<file path="config.mk">
export PLATFORM = sky130hd
export DESIGN_NAME = mac_accumulator
export DESIGN_NICKNAME = d
export VERILOG_FILES = /design/src/rtl/mac_accumulator.sv
export SDC_FILE = /design/constraint.sdc
export NUM_CORES = 1
export LEC_CHECK = 0
export CORE_ASPECT_RATIO = 1.5
export CORE_MARGIN = 3
export CORE_UTILIZATION = 50
export DETAILED_ROUTE_END_ITERATION = 8
export PLACE_DENSITY = 0.89
export SYNTH_ARGS = -nofsm -noshare
export SYNTH_HDL_FRONTEND = slang
export SYNTH_SLANG_ARGS = --single-unit
</file>
<file path="constraint.sdc">
create_clock -name clk -period 2.3 [get_ports clk]
set_input_delay 0.23 -clock clk [delete_from_list [all_inputs] [get_ports clk]]
set_output_delay 0.23 -clock clk [all_outputs]
set_load 0.02 [all_outputs]
</file>
<file path="src/rtl/mac_accumulator.sv">
// mac_accumulator: valid/ready multiply-accumulate stage that sums len products into a wide accumulator.
// Optional feature: define MAC_ACC_SAT_EN to saturate the accumulator on overflow instead of wrapping.
module mac_accumulator #(
    parameter int PROD_W = 8,
    parameter int ACC_W  = 16,
    parameter int LEN_W  = 4
) (
    input  logic              clk,
    input  logic              rst_n,
    input  logic              start,
    input  logic [LEN_W-1:0]  len,
    output logic              busy,
    input  logic              in_valid,
    output logic              in_ready,
    input  logic [PROD_W-1:0] in_prod,
    output logic              out_valid,
    input  logic              out_ready,
    output logic [ACC_W-1:0]  out_sum,
    output logic              out_ovf
);

    typedef enum logic [1:0] {
        IDLE = 2'd0,
        ACC  = 2'd1,
        HOLD = 2'd2
    } state_t;

    state_t             state_q, state_d;
    logic [ACC_W-1:0]   acc_q, acc_d;
    logic [LEN_W-1:0]   cnt_q, cnt_d;
    logic [LEN_W-1:0]   len_q, len_d;
    logic               ovf_q, ovf_d;
    logic [ACC_W:0]     sum_w;
    logic [LEN_W-1:0]   cnt_inc;
    logic               carry;
    logic [ACC_W-1:0]   acc_next;

    // One-bit-wider adder exposes the carry out of the accumulator MSB.
    always_comb begin
        sum_w   = {1'b0, acc_q} + {{(ACC_W + 1 - PROD_W){1'b0}}, in_prod};
        carry   = sum_w[ACC_W];
        cnt_inc = cnt_q + {{(LEN_W - 1){1'b0}}, 1'b1};
`ifdef MAC_ACC_SAT_EN
        acc_next = (carry || ovf_q) ? {ACC_W{1'b1}} : sum_w[ACC_W-1:0];
`else
        acc_next = sum_w[ACC_W-1:0];
`endif
    end

    // Next-state and datapath updates for the IDLE/ACC/HOLD controller.
    always_comb begin
        state_d = state_q;
        acc_d   = acc_q;
        cnt_d   = cnt_q;
        len_d   = len_q;
        ovf_d   = ovf_q;
        case (state_q)
            IDLE: begin
                if (start) begin
                    len_d   = len;
                    acc_d   = '0;
                    cnt_d   = '0;
                    ovf_d   = 1'b0;
                    state_d = (len == '0) ? HOLD : ACC;
                end
            end
            ACC: begin
                if (in_valid) begin
                    acc_d   = acc_next;
                    cnt_d   = cnt_inc;
                    ovf_d   = ovf_q | carry;
                    state_d = (cnt_inc == len_q) ? HOLD : ACC;
                end
            end
            HOLD: begin
                if (out_ready) state_d = IDLE;
            end
            default: state_d = IDLE;
        endcase
    end

    // State register; reset discards any partial job.
    always_ff @(posedge clk or negedge rst_n) begin
        if (!rst_n) begin
            state_q <= IDLE;
            acc_q   <= '0;
            cnt_q   <= '0;
            len_q   <= '0;
            ovf_q   <= 1'b0;
        end else begin
            state_q <= state_d;
            acc_q   <= acc_d;
            cnt_q   <= cnt_d;
            len_q   <= len_d;
            ovf_q   <= ovf_d;
        end
    end

    // Moore outputs decoded only from registered state.
    always_comb begin
        busy      = (state_q != IDLE);
        in_ready  = (state_q == ACC);
        out_valid = (state_q == HOLD);
        out_sum   = acc_q;
        out_ovf   = ovf_q;
    end

endmodule
</file>
==> results.md <==
- Maxcap violations: 0
- Combinational share of power: 57.3%
- Internal: 0.00142 W
- Post-synthesis cell type count: 52
- VDD IR max: 0.000618 V
- Final hold slack: 0.322 ns
- Core Util, Final: 69.1%
- Post-Place Cells: 254
- WL/cell: 15.4 microns
- Clock-pin transition on the worst setup and hold timing paths: 0.10 ns
- Final ANT Viol Nets: 0
- Post-synth EDFFs: 0
- CP Capture Type: flip-flop
- Die height: 76.5 microns
- Post-synth top flop: dfrtp_1
- Total wire length: 3990 microns
- Worst path cell trace: ha_1 > inv_1 > fa_1 > nor2b_2 > o31ai_2 > buf_4 > a21boi_1 > or3_1 > a32o_1
- Total CTS buffers: 3
- Syn Std Cell Area: 0.00166 sq mm
- Power per standard cell area: 1140 mW/mm^2
- Hold Crit Class: input pin to asynchronous set/reset pin
- Critical path's slowest cell: dfrtp_1
- Net Sw Power: 0.00107 W
- Syn_area_per_cell: 9.79 sq um
- Seq/Total Area, Yosys: 40.8%
- Starting DRT DRC Count: 37
- Startpoint types: flip-flop
- Antenna violations before repair: 0
- Post-layout nets: 246
- Clock share of power: 11.5%
- TritonRoute pass-1 iters: 4
- Die W: 53.0 microns
- Seq pwr share: 31.1%
- Synth warnings: 0
- Grt total ovfl: 0
- Syn nets: 196
- Final period utilization: 93.0%
- First-pass GRT wire length: 6600 microns
- Number of synthesized register bits: 27
- Outcome: finished clean
- CTS tree: yes
- Final setup skew: 0.00143 ns
- Slew margin rel.: 69.9%
- Hold_buf cts: 0
- FILL cells: 236
- Fmax: 0.468 GHz
- Initial Util: 52.4%
- Routability cong.: 0.826
- FP Rows: 25
- CTS root buf: clkbuf_8
- Area leader, netlist: dfrtp_1
- IO Pins: 37
- Synth-to-layout area growth: 31.9%
- Crit-path leading delay family: compound AO/OA/AOI/OAI gates
- Final setup fails: 0
- Largest net degree at the start of global routing: 28
- DP Area: 0.00213 sq mm
- Setup CP Type: flip-flop to flip-flop
- Port Buffers: 36
- H-Tree Depth: 1
- Core area: 0.00316 sq mm
- Post-synth top cells: dfrtp_1 (27), nand2_1 (25), o21ai_0 (13)
- Fin. Hold Viols: 0
- Average via count per standard cell: 5.77
- Switching share of power: 43.1%
- Worst-margin pin slew: 0.449 ns
- Share of the synthesized area in the top cell type: 40.8%
- Setup_tns: 0 ns
- Worst-Skew Late Latency: 0.28 ns
- DP HPWL: 3030 microns
- Vias: 1489
- CTS Sinks: 27
- Final min period: 2.14 ns
- Crit Path Max Fanout: 4
- Critical path arrival: 2.32 ns
- Crit path buffers/inverters: 2
- Async S/R FF share, synth: 100%
- Final instance area: 0.00218 sq mm
- Top cells by area, synth: dfrtp_1 (41%), ha_1 (6.8%), nand2_1 (5.7%), o21ai_0 (3.9%), xnor2_1 (3.7%)
- GRT Overall Usage: 20.9%
- Slew Viols, Final: 0
- P_leak: 0.946 nW
- Max Buffers Root-to-Sink: 2
- # diodes: 0
- Unrepaired setup endpoints after global routing: false
- Vias in the first global route: 1501
- Critical path's largest stage delay: 0.41 ns
- Layout cells sized above 1: 13.3%
- Cell with the most instances after synthesis: dfrtp_1
- Die ar.: 0.00405 sq mm
- Fin cells: 258
- Critical Path RT: 2.48 ns
- Mapped Cells: 169
- DRC violations left: 0
-- through the flow --
step | worst slack (ns) | total power, W
floorplan | 0.126 | 0.00167
global placement | -0.0866 | 0.00215
detailed placement | -0.145 | 0.00220
CTS | 0.134 | 0.00249
global route | 0.0461 | 0.00266
finish | 0.162 | 0.00249
-- worst reg2reg max path, stage by stage, from the launching register on --
cell and delay (ns):
dfrtp_1 0.41, ha_1 0.21, inv_1 0.07, fa_1 0.18, nor2b_2 0.06, o31ai_2 0.28, buf_4 0.20, a21boi_1 0.08
or3_1 0.31, a32o_1 0.24
-- power groups by stage --
stage                     sequential (W)  combinational [W]  clock, W
after global routing            0.000794            0.00156  0.000300
final                           0.000775            0.00143  0.000287
after global placement          0.000774            0.00137         0
after detailed placement        0.000784            0.00142         0
after CTS                       0.000774            0.00143  0.000288
after floorplan                 0.000836           0.000836         0
-- registers in the layout (all words and copies together) (netlist names) --
register,cells
cnt_q,4
len_q,4
out_ovf,1
state_q,2
out_sum,16
-- cell type report --
type	count	area [sq um]	area share, %
clock buffers	3	41.3	1.89
repair buffers	49	458	21.0
clock inverters	1	7.51	0.344
flip-flops and latches	27	676	30.9
well taps	40	50.0	2.29
inverters	5	18.8	0.860
multi-input cells	133	932	42.7
-- placed cells by master (no fill, tap or decap), types with 2 or more instances in the layout --
| cell | instances |
|---|---|
| nor3_1 | 2 |
| a21oi_1 | 7 |
| a211oi_1 | 4 |
| dfrtp_1 | 27 |
| inv_1 | 5 |
| ha_1 | 9 |
| nand3_1 | 4 |
| a21o_1 | 2 |
| a22o_1 | 2 |
| a32o_1 | 2 |
| or3b_1 | 2 |
| buf_4 | 13 |
| or3_1 | 3 |
| clkdlybuf4s50_1 | 36 |
| o41ai_1 | 3 |
| clkbuf_8 | 3 |
| nand2_1 | 25 |
| nor2_1 | 8 |
| xor2_1 | 3 |
| a31oi_1 | 4 |
| or2_2 | 2 |
| xnor2_1 | 7 |
| o22ai_1 | 2 |
| o21ai_0 | 13 |
-- cell families after synthesis --
| group | after synthesis | share of synthesized area, % |
|---|---|---|
| compound gates | 51 | 21.5 |
| xor+xnor | 10 | 5.29 |
| fa+ha+maj | 10 | 8.01 |
| buf+inv | 9 | 3.02 |
| flops | 27 | 40.8 |
| mux | 1 | 0.680 |
| simple gates | 61 | 20.7 |
-- final timing paths --
check,start,end,slack [ns],cells past startpoint
max,out_sum[0]$_DFFE_PN0P_,out_sum[6]$_DFFE_PN0P_,0.16,9
min in group clk,len[1],len_q[1]$_DFFE_PN0P_,0.50,3
min,rst_n,state_q[1]$_DFFE_PN0P_,0.32,2
min reg2reg,cnt_q[3]$_DFFE_PN0P_,cnt_q[3]$_DFFE_PN0P_,0.52,2
max in group asynchronous,rst_n,out_sum[13]$_DFFE_PN0P_,1.72,2
max reg2reg,out_sum[0]$_DFFE_PN0P_,out_sum[6]$_DFFE_PN0P_,0.16,9
-- routing by layer --
| layer | global-route usage [%] | wire [microns] |
|---|---|---|
| met5 | 0 | 0 |
| met2 | 36.4 | 2140 |
| met4 | 8.70 | 97 |
| met1 | 25.2 | 1610 |
| met3 | 1.96 | 132 |
-- what timing repair did --
item | 4_1_cts | 5_1_grt
gates resized for setup | 0 | 2
endpoints found under the setup margin | 0 | 1
setup buffers | 0 | 0
No activity file was read; power rests on OpenSTA's default activity.
